<file path="config.mk">
export PLATFORM = sky130hd
export DESIGN_NAME = player_missile_flat
export DESIGN_NICKNAME = d
export VERILOG_FILES = /design/src/rtl/game_pkg.sv /design/src/rtl/vga_if.sv /design/src/rtl/missile_draw.sv /design/src/rtl/player_missile.sv /design/src/flat_wrapper.sv
export SDC_FILE = /design/constraint.sdc
export NUM_CORES = 1
export LEC_CHECK = 0
export CORE_MARGIN = 2
export CORE_UTILIZATION = 47
export DETAILED_ROUTE_END_ITERATION = 8
export PLACE_DENSITY_LB_ADDON = 0.1
export SYNTH_ARGS = -nofsm -noshare
export SYNTH_HDL_FRONTEND = slang
export SYNTH_HIERARCHICAL = 1
export SYNTH_SLANG_ARGS = --single-unit
</file>
<file path="constraint.sdc">
create_clock -name pclk -period 3.4 [get_ports pclk]
set_input_delay 0.51 -clock pclk [delete_from_list [all_inputs] [get_ports pclk]]
set_output_delay 0.51 -clock pclk [all_outputs]
set_load 0.01 [all_outputs]
</file>
<file path="src/rtl/game_pkg.sv">
// ---------------------------------------------------------------------------
// game_pkg
// Shared game constants: screen geometry, ship size, colour constants, the
// player-missile state encoding and a launch-position helper.
// No ports (package).
// ---------------------------------------------------------------------------
package game_pkg;

  localparam int unsigned SCREEN_W = 800;
  localparam int unsigned SCREEN_H = 600;
  localparam int unsigned SHIP_W   = 64;

  localparam logic [11:0] COLOR_BLACK   = 12'h000;
  localparam logic [11:0] COLOR_MISSILE = 12'hFF0;

  typedef enum logic [1:0] {
    IDLE     = 2'd0,
    FLIGHT   = 2'd1,
    COOLDOWN = 2'd2
  } missile_state_t;

  // Left edge of an object of width inner_w centred on an object of width
  // outer_w whose left edge is 'left'. Unsigned 11-bit arithmetic.
  function automatic logic [10:0] centre_x(input logic [10:0] left,
                                           input int unsigned outer_w,
                                           input int unsigned inner_w);
    return left + 11'(outer_w / 2 - inner_w / 2);
  endfunction

endpackage

</file>
<file path="src/rtl/vga_if.sv">
// ---------------------------------------------------------------------------
// vga_if
// One stage of the VGA timing/rgb pipeline: counters, sync/blank strobes and
// the pixel colour.
//   master : drives the bundle (pipeline stage output)
//   slave  : receives the bundle (pipeline stage input)
// ---------------------------------------------------------------------------
interface vga_if;
  logic [10:0] vcount;
  logic [10:0] hcount;
  logic        vsync;
  logic        vblnk;
  logic        hsync;
  logic        hblnk;
  logic [11:0] rgb;

  modport master (output vcount, hcount, vsync, vblnk, hsync, hblnk, rgb);
  modport slave  (input  vcount, hcount, vsync, vblnk, hsync, hblnk, rgb);
endinterface

</file>
<file path="src/rtl/missile_draw.sv">
// ---------------------------------------------------------------------------
// missile_draw
// One-cycle VGA pipeline stage that overlays a solid W x H rectangle of
// colour COLOR at (x, y) when 'on' is set and the beam is in the active area.
// Ports:
//   clk   in   pixel clock
//   rst   in   asynchronous, active-low reset (all outputs to 0)
//   vin   in   upstream VGA bundle
//   vout  out  VGA bundle delayed by one cycle, rgb overlaid
//   x, y  in   rectangle top-left corner
//   on    in   rectangle visible
// ---------------------------------------------------------------------------
module missile_draw
  import game_pkg::*;
#(
  parameter int unsigned W     = 4,
  parameter int unsigned H     = 12,
  parameter logic [11:0] COLOR = COLOR_MISSILE
) (
  input  logic        clk,
  input  logic        rst,
  vga_if.slave        vin,
  vga_if.master       vout,
  input  logic [10:0] x,
  input  logic [10:0] y,
  input  logic        on
);

  localparam logic [11:0] W12 = 12'(W);
  localparam logic [11:0] H12 = 12'(H);

  logic in_x_s;
  logic in_y_s;
  logic paint_s;

  // Rectangle hit test; compare in 12 bits so x+W / y+H cannot wrap.
  always_comb begin
    in_x_s  = ({1'b0, vin.hcount} >= {1'b0, x}) &&
              ({1'b0, vin.hcount} <  ({1'b0, x} + W12));
    in_y_s  = ({1'b0, vin.vcount} >= {1'b0, y}) &&
              ({1'b0, vin.vcount} <  ({1'b0, y} + H12));
    paint_s = on && !vin.hblnk && !vin.vblnk && in_x_s && in_y_s;
  end

  // Pipeline register: timing delayed one cycle, rgb overlaid.
  always_ff @(posedge clk or negedge rst) begin
    if (!rst) begin
      vout.vcount <= 11'd0;
      vout.hcount <= 11'd0;
      vout.vsync  <= 1'b0;
      vout.vblnk  <= 1'b0;
      vout.hsync  <= 1'b0;
      vout.hblnk  <= 1'b0;
      vout.rgb    <= 12'h000;
    end else begin
      vout.vcount <= vin.vcount;
      vout.hcount <= vin.hcount;
      vout.vsync  <= vin.vsync;
      vout.vblnk  <= vin.vblnk;
      vout.hsync  <= vin.hsync;
      vout.hblnk  <= vin.hblnk;
      vout.rgb    <= paint_s ? COLOR : vin.rgb;
    end
  end

endmodule

</file>
<file path="src/rtl/player_missile.sv">
// ---------------------------------------------------------------------------
// player_missile
// Player missile source. A fire press launches one missile centred above the
// ship; it climbs SPEED px per frame (updates only on the vblnk rising edge),
// ends on an enemy hit or at the screen top, then waits COOLDOWN frames
// before re-arming. Also draws the missile as one VGA pipeline stage.
// Ports:
//   pclk          in   pixel clock
//   rst           in   asynchronous, active-low reset
//   fire          in   fire key level (pclk domain)
//   xpos_ship     in   ship top-left x
//   ypos_ship     in   ship top-left y
//   hit           in   1-cycle enemy collision pulse
//   vin           in   upstream VGA bundle
//   vout          out  VGA bundle delayed 1 cycle, missile overlaid
//   xpos_missile  out  missile top-left x (valid while on_missle)
//   ypos_missile  out  missile top-left y (valid while on_missle)
//   on_missle     out  missile in flight
// ---------------------------------------------------------------------------
module player_missile #(
  parameter int unsigned MISSILE_W = 4,
  parameter int unsigned MISSILE_H = 12,
  parameter int unsigned SHIP_W    = game_pkg::SHIP_W,
  parameter int unsigned SPEED     = 6,
  parameter int unsigned Y_TOP     = 0,
  parameter int unsigned COOLDOWN  = 8,
  parameter logic [11:0] COLOR     = game_pkg::COLOR_MISSILE
) (
  input  logic        pclk,
  input  logic        rst,
  input  logic        fire,
  input  logic [10:0] xpos_ship,
  input  logic [10:0] ypos_ship,
  input  logic        hit,
  vga_if.slave        vin,
  vga_if.master       vout,
  output logic [10:0] xpos_missile,
  output logic [10:0] ypos_missile,
  output logic        on_missle
);

  localparam logic [10:0] SPEED11   = 11'(SPEED);
  localparam logic [10:0] HEIGHT11  = 11'(MISSILE_H);
  // Below this y another step would pass the top limit (or wrap).
  localparam logic [10:0] Y_LIMIT   = 11'(Y_TOP + SPEED);
  localparam int          CNT_W     = (COOLDOWN > 1) ? $clog2(COOLDOWN) : 1;
  localparam logic [CNT_W-1:0] CNT_LAST = CNT_W'(COOLDOWN - 1);

  game_pkg::missile_state_t state_r, state_n;
  logic [10:0]      x_r, x_n;
  logic [10:0]      y_r, y_n;
  logic             on_r, on_n;
  logic [CNT_W-1:0] cnt_r, cnt_n;
  logic             fire_d_r;
  logic             vblnk_d_r;
  logic             fire_rise_s;
  logic             frame_tick_s;

  // Edge detectors for the fire key and the start of vertical blanking.
  always_comb begin
    fire_rise_s  = fire & ~fire_d_r;
    frame_tick_s = vin.vblnk & ~vblnk_d_r;
  end

  // Delay registers feeding the edge detectors.
  always_ff @(posedge pclk or negedge rst) begin
    if (!rst) begin
      fire_d_r  <= 1'b0;
      vblnk_d_r <= 1'b0;
    end else begin
      fire_d_r  <= fire;
      vblnk_d_r <= vin.vblnk;
    end
  end

  // Missile FSM next-state and datapath.
  always_comb begin
    state_n = state_r;
    x_n     = x_r;
    y_n     = y_r;
    on_n    = on_r;
    cnt_n   = cnt_r;
    case (state_r)
      game_pkg::IDLE: begin
        if (fire_rise_s) begin
          x_n     = game_pkg::centre_x(xpos_ship, SHIP_W, MISSILE_W);
          y_n     = ypos_ship - HEIGHT11;
          on_n    = 1'b1;
          state_n = game_pkg::FLIGHT;
        end else begin
          state_n = game_pkg::IDLE;
        end
      end
      game_pkg::FLIGHT: begin
        // A hit wins over a coincident frame tick; fire is ignored in flight.
        if (hit) begin
          on_n    = 1'b0;
          cnt_n   = {CNT_W{1'b0}};
          state_n = game_pkg::COOLDOWN;
        end else if (frame_tick_s) begin
          // Limit check precedes the subtraction so y never wraps.
          if (y_r < Y_LIMIT) begin
            on_n    = 1'b0;
            cnt_n   = {CNT_W{1'b0}};
            state_n = game_pkg::COOLDOWN;
          end else begin
            y_n     = y_r - SPEED11;
          end
        end else begin
          state_n = game_pkg::FLIGHT;
        end
      end
      game_pkg::COOLDOWN: begin
        if (frame_tick_s) begin
          if (cnt_r == CNT_LAST) begin
            cnt_n   = {CNT_W{1'b0}};
            state_n = game_pkg::IDLE;
          end else begin
            cnt_n   = cnt_r + {{(CNT_W-1){1'b0}}, 1'b1};
          end
        end else begin
          state_n = game_pkg::COOLDOWN;
        end
      end
      default: begin
        on_n    = 1'b0;
        cnt_n   = {CNT_W{1'b0}};
        state_n = game_pkg::IDLE;
      end
    endcase
  end

  // Missile FSM state and datapath registers.
  always_ff @(posedge pclk or negedge rst) begin
    if (!rst) begin
      state_r <= game_pkg::IDLE;
      x_r     <= 11'd0;
      y_r     <= 11'd0;
      on_r    <= 1'b0;
      cnt_r   <= {CNT_W{1'b0}};
    end else begin
      state_r <= state_n;
      x_r     <= x_n;
      y_r     <= y_n;
      on_r    <= on_n;
      cnt_r   <= cnt_n;
    end
  end

  assign xpos_missile = x_r;
  assign ypos_missile = y_r;
  assign on_missle    = on_r;

  missile_draw #(
    .W     (MISSILE_W),
    .H     (MISSILE_H),
    .COLOR (COLOR)
  ) u_draw (
    .clk  (pclk),
    .rst  (rst),
    .vin  (vin),
    .vout (vout),
    .x    (x_r),
    .y    (y_r),
    .on   (on_r)
  );

endmodule

</file>
<file path="src/flat_wrapper.sv">
// flat-port wrapper written by rule: the top's interface ports become plain ports
module player_missile_flat 
#(
  parameter int unsigned MISSILE_W = 4,
  parameter int unsigned MISSILE_H = 12,
  parameter int unsigned SHIP_W    = game_pkg::SHIP_W,
  parameter int unsigned SPEED     = 6,
  parameter int unsigned Y_TOP     = 0,
  parameter int unsigned COOLDOWN  = 8,
  parameter logic [11:0] COLOR     = game_pkg::COLOR_MISSILE
)
  (pclk, rst, fire, xpos_ship, ypos_ship, hit, xpos_missile, ypos_missile, on_missle, vin_vcount, vin_hcount, vin_vsync, vin_vblnk, vin_hsync, vin_hblnk, vin_rgb, vout_vcount, vout_hcount, vout_vsync, vout_vblnk, vout_hsync, vout_hblnk, vout_rgb);
  vga_if vin_i ();
  vga_if vout_i ();
  input  logic pclk;
  input  logic rst;
  input  logic fire;
  input  logic [10:0] xpos_ship;
  input  logic [10:0] ypos_ship;
  input  logic hit;
  output logic [10:0] xpos_missile;
  output logic [10:0] ypos_missile;
  output logic on_missle;
  input wire logic [$bits(vin_i.vcount)-1:0] vin_vcount;
  input wire logic [$bits(vin_i.hcount)-1:0] vin_hcount;
  input wire logic [$bits(vin_i.vsync)-1:0] vin_vsync;
  input wire logic [$bits(vin_i.vblnk)-1:0] vin_vblnk;
  input wire logic [$bits(vin_i.hsync)-1:0] vin_hsync;
  input wire logic [$bits(vin_i.hblnk)-1:0] vin_hblnk;
  input wire logic [$bits(vin_i.rgb)-1:0] vin_rgb;
  output wire logic [$bits(vout_i.vcount)-1:0] vout_vcount;
  output wire logic [$bits(vout_i.hcount)-1:0] vout_hcount;
  output wire logic [$bits(vout_i.vsync)-1:0] vout_vsync;
  output wire logic [$bits(vout_i.vblnk)-1:0] vout_vblnk;
  output wire logic [$bits(vout_i.hsync)-1:0] vout_hsync;
  output wire logic [$bits(vout_i.hblnk)-1:0] vout_hblnk;
  output wire logic [$bits(vout_i.rgb)-1:0] vout_rgb;
  assign vin_i.vcount = vin_vcount;
  assign vin_i.hcount = vin_hcount;
  assign vin_i.vsync = vin_vsync;
  assign vin_i.vblnk = vin_vblnk;
  assign vin_i.hsync = vin_hsync;
  assign vin_i.hblnk = vin_hblnk;
  assign vin_i.rgb = vin_rgb;
  assign vout_vcount = vout_i.vcount;
  assign vout_hcount = vout_i.hcount;
  assign vout_vsync = vout_i.vsync;
  assign vout_vblnk = vout_i.vblnk;
  assign vout_hsync = vout_i.hsync;
  assign vout_hblnk = vout_i.hblnk;
  assign vout_rgb = vout_i.rgb;
  player_missile #(.MISSILE_W(MISSILE_W), .MISSILE_H(MISSILE_H), .SHIP_W(SHIP_W), .SPEED(SPEED), .Y_TOP(Y_TOP), .COOLDOWN(COOLDOWN), .COLOR(COLOR)) u_core (.pclk(pclk), .rst(rst), .fire(fire), .xpos_ship(xpos_ship), .ypos_ship(ypos_ship), .hit(hit), .vin(vin_i), .vout(vout_i), .xpos_missile(xpos_missile), .ypos_missile(ypos_missile), .on_missle(on_missle));
endmodule
</file>
==> impl_metrics.csv, run 1 <==
group,metric,value,unit
run_status,outcome,"complete, no violations",
floorplan,core_area,0.00830,mm^2
logic_synthesis,ys_seq_area_frac,0.420,
global_routing,grt_pass1_vias,3344,
setup_path,cpMostUsedCell,"ha_1",
setup_path,critPathMaxStageDelay,520,ps
setup_path,critical-path-top-delay-family,"simple AND/OR/NAND/NOR gates",
clocking,htree_levels,3,
layout,antenna-diode-count,0,
timing,hold_viol_final,0,
layout,fin_cells,647,
clocking,clock_sinks,68,
placed_design,port_buffers,124,
routing,routedWlPerCell,15.2,um
floorplan,placementRows,33,
global_routing,antenna_found_initial,0,
placed_design,gp_congestion,0.826,
setup_path,critPathBufInv,1,
layout,final_common_cell,"clkdlybuf4s50_1",
clocking,numCtsBuffers,9,
routing,ant_nets,0,
setup_path,worstSetupEndpointType,"flop",
global_routing,grt_overflow,0,
setup_path,critPathLaunchType,"flop",
placed_design,hpwl,7640,um
logic_synthesis,synth_seq_cells,68,
logic_synthesis,synth_warnings,6,
routing,wl,9840,um
timing,rsz0062_at_grt,"no",
logic_synthesis,async_reset_ff_frac,1.00,
global_routing,grt_usage,0.214,
clocking,cts_buffer_depth,2,
timing,fin_crit_sh,0.817,
clocking,cts_hold_buf,0,
layout,area_growth,38.0,%
pwr,vdd_drop_max,0.410,mV
flow_run,maxCapViolations,0,
setup_path,crit_slowest_cell,"dfrtp_1",
logic_synthesis,yosysUniqueCellTypes,54,
timing,setup_viol,0,
logic_synthesis,syn_nets,516,
pwr,power_density,665,mW/mm^2
clocking,cts_tree,"yes",
pwr,p_leak,2.43,nW
floorplan,die_y,96.8,um
global_routing,grt_max_degree,69,
timing,fin_crit,2780,ps
layout,drive_gt1_frac,0.0627,
clocking,post_cts_buffers,0,
routing,vias,3507,
setup_path,path_cells,"inv_1, ha_1, nor4_1, xnor2_1, ha_1, nor2b_1, o21a_1, or3_4, o41a_1",
logic_synthesis,synthFlopType,"dfrtp_1",
floorplan,die_width,96.8,um
clocking,clk_latency,350,ps
setup_path,worst-endpoint-arrival,3000,ps
timing,relSlewSlack,0.423,
clocking,clockRootBuffer,"clkbuf_8",
setup_path,worst-endpoint-required,3620,ps
timing,setup-tns-final,0,ps
timing,clock_skew,11.8,ps
setup_path,path_class,"reg -> reg",
hold_path,min_path_type,"in -> async",
routing,drcViolationCount,0,
setup_path,crit_path_max_fanout,10,
global_routing,grt_pass1_wl,16400,um
routing,drt_iter0_drc,142,
floorplan,start_util,0.488,
logic_synthesis,syn_avg_cell_area,10.0,um^2
routing,firstDrtPassIters,5,
routing,viasPerCell,5.42,
floorplan,die_area,0.00937,mm^2
placed_design,dp_cells,631,
logic_synthesis,syn_area,0.00405,mm^2
clocking,cts.clk_slew.worst_paths,80,ps
timing,slew_violations,0,
logic_synthesis,synth_edf_count,0,
layout,layout_common_cells,"123 x clkdlybuf4s50_1, 68 x dfrtp_1, 47 x ha_1, 39 x nand2_1, 33 x a21oi_1",
layout,finish.net_count,648,
clocking,cts-resized-gates,0,
timing,max_freq,0.360,GHz
floorplan,ios,125,
logic_synthesis,synthCells,405,
timing,max_slew.worst_pin.slew,866,ps
[metrics by stage]
| step | power, mW | hold slack, ps | util | instance area (um^2) | worst slack [ps] |
|---|---|---|---|---|---|
| finish | 3.72 | 347 | 0.673 | 5590 | 622 |
| floorplan | 2.34 | 214 | - | 4050 | 789 |
| CTS | 3.74 | 376 | 0.673 | 5590 | 623 |
| detailed placement | 3.09 | 495 | 0.651 | 5400 | 641 |
| global route | 4.01 | 436 | 0.673 | 5590 | 503 |
| global placement | 3.02 | 497 | 0.651 | 5400 | 733 |
[final cells by class]
class	instances	area, um^2
clock buffer	11	151
clock inverter	5	35.0
fill	678	2710
inverter	26	97.6
multi-input combinational	304	2200
sequential	68	1700
tap	105	131
timing repair buffer	128	1270
[routing by layer]
metal,part of all wire,GRT usage
met1,0.46,0.301
met4,0.011,0.0769
met2,0.47,0.335
met3,0.055,0.0347
met5,0,0
[path summary, 6_finish.rpt]
kind | from | endpoint | slack [ps] | cells after the start
worst max-delay path | u_core/ypos_missile[2]$_DFFE_PN0P_ | u_core/u_draw/vout.rgb[2]$_DFF_PN0_ | 620 | 9
worst min-delay path | rst | u_core/u_draw/vout.rgb[9]$_DFF_PN0_ | 350 | 2
worst max register to register | u_core/ypos_missile[2]$_DFFE_PN0P_ | u_core/u_draw/vout.rgb[2]$_DFF_PN0_ | 620 | 9
worst min register to register | u_core/xpos_missile[0]$_DFFE_PN0P_ | u_core/xpos_missile[0]$_DFFE_PN0P_ | 520 | 2
max in group asynchronous | rst | u_core/xpos_missile[10]$_DFFE_PN0P_ | 2480 | 2
min in group pclk | u_core/xpos_missile[0]$_DFFE_PN0P_ | u_core/xpos_missile[0]$_DFFE_PN0P_ | 520 | 2
[registers in the layout (all words and copies together) (netlist names)]
name	count
u_core/state_r	2
u_core/u_draw/vout.hcount	11
u_core/u_draw/vout.vblnk	1
u_core/xpos_missile	11
u_core/vblnk_d_r	1
u_core/on_missle	1
u_core/u_draw/vout.vcount	11
u_core/cnt_r	3
u_core/fire_d_r	1
u_core/u_draw/vout.hsync	1
u_core/u_draw/vout.hblnk	1
u_core/u_draw/vout.rgb	12
u_core/ypos_missile	11
u_core/u_draw/vout.vsync	1
[cell families after synthesis]
| family | synth area share |
|---|---|
| DFF | 0.420 |
| adders and majority gates | 0.145 |
| xor gates and xnor gates | 0.0606 |
| buffers and inverters | 0.0352 |
| muxes | 0.00525 |
| AOI/OAI and AO/OA | 0.179 |
| and+or+nand+nor | 0.155 |
[Yosys cell counts, types with 2 or more instances]
cell type  number  area, um^2
or3_4           3        33.8
or3_1           3        18.8
o311a_1         2        20.0
a41o_1          8        80.1
a22o_1          4        35.0
nand2b_1        5        31.3
nor2b_1        10        62.6
nor3_2          2        20.0
xnor2_1        22         193
a21o_1          2        15.0
o21ai_0        32         160
a21oi_1        33         165
nor3_1          8        40.0
nand4_1         6        37.5
a31oi_1         3        18.8
clkbuf_1        4        15.0
xor2_1          6        52.6
a211oi_1        2        15.0
nor4_1          4        25.0
o41a_1          4        45.0
nor3b_1         3        22.5
nand2_1        39         146
and3_1          3        18.8
o311ai_1        2        17.5
dfrtp_1        68        1700
o22ai_1         2        12.5
nor2_1         13        48.8
inv_1          26        97.6
ha_1           47         588
nand3_1        15        75.1
[where the power goes]
| group | internal (mW) | leakage, nW | switching, mW |
|---|---|---|---|
| Sequential | 0.984 | 0.808 | 0.286 |
| Clock | 0.306 | 0.0957 | 0.324 |
| Combinational | 0.905 | 1.53 | 0.912 |
Note: power is estimated with default switching activity, not from simulation.
==> run 2: changes to the inputs <==
Settings changed: CORE_UTILIZATION 47 to 43.
Clock period 3.4 ns to 2.55 ns, I/O delays scaled along.
==> impl_metrics.csv, run 2 (same netlist as run 1, synthesis figures left out) <==
group,metric,value,unit
routing,vias,3613,
hold_path,whs_endpoint,"u_core/u_draw/vout.vsync$_DFF_PN0_",
clocking,clk_latency,340,ps
run_status,violations,"setup timing",
setup_path,rr_endpoint,"u_core/u_draw/vout.rgb[0]$_DFF_PN0_",
floorplan,die_y,101,um
pwr,power_switching,2.18,mW
timing,final.setup.worst_slack,-79.0,ps
layout,largest_reg_flops,12,
routing,ant_nets,0,
timing,relSlewSlack,0.554,
pwr,p_seq_frac,0.286,
timing,clock_skew,8.19,ps
floorplan,die_width,101,um
layout,seqCellArea,0.00170,mm^2
global_routing,grt_usage,0.213,
layout,final_cell_area,0.00597,mm^2
setup_path,startpoint,"u_core/xpos_missile[3]$_DFFE_PN0P_",
layout,final_common_cell,"clkdlybuf4s50_1",
pwr,comb_power_share,0.548,
timing,rsz0062_at_grt,"yes",
pwr,clockPowerShare,0.165,
timing,setup_viol,4,
global_routing,grt_max_degree,32,
timing,whs,486,ps
pwr,p_leak,2.60,nW
placed_design,gp_congestion,0.858,
routing,drcViolationCount,0,
pwr,p_sw_frac,0.401,
pwr,power_density,909,mW/mm^2
hold_path,hold_path_depth,1,
placed_design,place_area,0.00558,mm^2
layout,registers.top_by_ff_count,"u_core/u_draw/vout.rgb",
floorplan,placementRows,35,
placed_design,port_buffers,124,
placed_design,hpwl,8290,um
clocking,clock_sinks,68,
routing,firstDrtPassIters,4,
setup_path,critical-path-top-delay-family,"simple AND/OR/NAND/NOR gates",
routing,wl,10600,um
routing,drt_iter0_drc,174,
setup_path,path_class,"reg -> reg",
clocking,cts.clk_slew.worst_paths,80,ps
hold_path,min_path_type,"in -> reg",
global_routing,grt_overflow,0,
timing,max_freq,0.380,GHz
setup_path,crit_path_max_fanout,4,
timing,slew_violations,0,
setup_path,worst-endpoint-arrival,2840,ps
flow_run,maxCapViolations,0,
floorplan,die_area,0.0102,mm^2
setup_path,reg2reg_depth,10,
setup_path,critPathBufInv,0,
layout,layout_common_cells,"123 x clkdlybuf4s50_1, 66 x dfrtp_1, 44 x ha_1, 39 x nand2_1",
layout,area_growth,47.6,%
clocking,clockRootBuffer,"clkbuf_8",
global_routing,grt_pass1_wl,17000,um
timing,hold_viol_final,0,
setup_path,crit_slowest_cell,"dfrtp_1",
timing,max_slew.worst_pin.slew,667,ps
layout,finish.net_count,678,
clocking,htree_levels,3,
clocking,cts_tree,"yes",
layout,multi_input_area,0.00233,mm^2
clocking,numCtsBuffers,9,
floorplan,core_area,0.00920,mm^2
layout,antenna-diode-count,0,
setup_path,rr_startpoint,"u_core/xpos_missile[3]$_DFFE_PN0P_",
routing,routedWlPerCell,15.5,um
global_routing,grt_pass1_vias,3492,
setup_path,critPathMaxStageDelay,430,ps
layout,drive_gt1_frac,0.147,
routing,viasPerCell,5.29,
layout,fill_cells,776,
timing,fin_crit_sh,1.03,
setup_path,worstSetupEndpointType,"flop",
setup_path,worst-endpoint-required,2760,ps
setup_path,critPathLaunchType,"flop",
clocking,cts_buffer_depth,2,
global_routing,antenna_found_initial,0,
hold_path,hold_start,"vin_vsync",
floorplan,ios,125,
pwr,intPower,3.25,mW
pwr,vdd_drop_max,0.510,mV
setup_path,path_cells,"nand3_2, nor3_4, nand3_1, xnor2_1, ha_1, a21o_1, a21oi_2, a31oi_2, or3_4, o41a_1",
floorplan,start_util,0.440,
run_status,outcome,"finished with violations",
timing,fin_crit,2630,ps
setup_path,reg2reg_slack,-80,ps
-- run 2: cell types whose count changed in the layout (fill, tap and decap cells not counted), sizes merged --
cell,before,now
dlygate4sd3,0,1
buf,5,34
clkinvlp,1,2
clkbuf,11,10
bufinv,0,1
inv,27,26
-- run 2: layout make-up --
| cell class | instances | area share |
|---|---|---|
| Tap cell | 111 | 0.0232 |
| Timing Repair Buffer | 158 | 0.251 |
| Sequential cell | 68 | 0.285 |
| Inverter | 26 | 0.0163 |
| Multi-Input combinational cell | 304 | 0.391 |
| Clock buffer | 10 | 0.0230 |
| Clock inverter | 6 | 0.0107 |
-- run 2: how the worst max path moves through the flow --
stage / endpoint / slack [ps] / cells past startpoint
detailed placement: u_core/u_draw/vout.rgb[0]$_DFF_PN0_ / -80 / 10
floorplan: u_core/u_draw/vout.rgb[0]$_DFF_PN0_ / 30 / 9
global placement: u_core/u_draw/vout.rgb[1]$_DFF_PN0_ / -9 / 10
finish: u_core/u_draw/vout.rgb[0]$_DFF_PN0_ / -80 / 10
CTS: u_core/u_draw/vout.rgb[0]$_DFF_PN0_ / 1 / 11
global route: u_core/u_draw/vout.rgb[0]$_DFF_PN0_ / -170 / 10
-- run 2: worst reg2reg max path, cell delays in order (launching register included) --
cell,delay [ps]
dfrtp_1,430
nand3_2,120
nor3_4,170
nand3_1,120
xnor2_1,150
ha_1,320
a21o_1,180
a21oi_2,170
a31oi_2,70
or3_4,410
o41a_1,390
-- run 2: power groups by stage --
stage / clock network (mW) / registers (mW) / logic, mW
2_1_floorplan: 0 / 1.71 / 1.41
3_3_place_gp: 0 / 1.56 / 2.68
3_5_place_dp: 0 / 1.57 / 2.74
4_1_cts: 0.928 / 1.55 / 2.84
5_1_grt: 0.987 / 1.60 / 3.33
6_report: 0.896 / 1.56 / 2.98
-- run 2: per-layer routing --
metal  track usage  routed length (um)
met5             0                   0
met4        0.0790                 133
met3        0.0437                 556
met2         0.341                5150
met1         0.286                4770
-- run 2: through the flow --
step	setup slack, ps	instances	TNS [ps]	total power [mW]	utilization
after global routing	-171	683	-688	5.91	0.650
after detailed placement	-80.2	659	-340	4.31	0.606
after CTS	1.02	679	0	5.32	0.637
after floorplan	31.0	405	0	3.12	-
final	-79.0	683	-249	5.43	0.650
after global placement	-8.61	659	-17.4	4.24	0.606
-- run 2: repair_timing --
action                                 4_1_cts  5_1_grt
endpoints found under the hold margin       16        0
resized for setup                            8       17
cloned                                       0        0
setup endpoints to repair                    4       12
setup buffers                                3        4
hold buffers                                 1        0
pin swaps                                    8       15
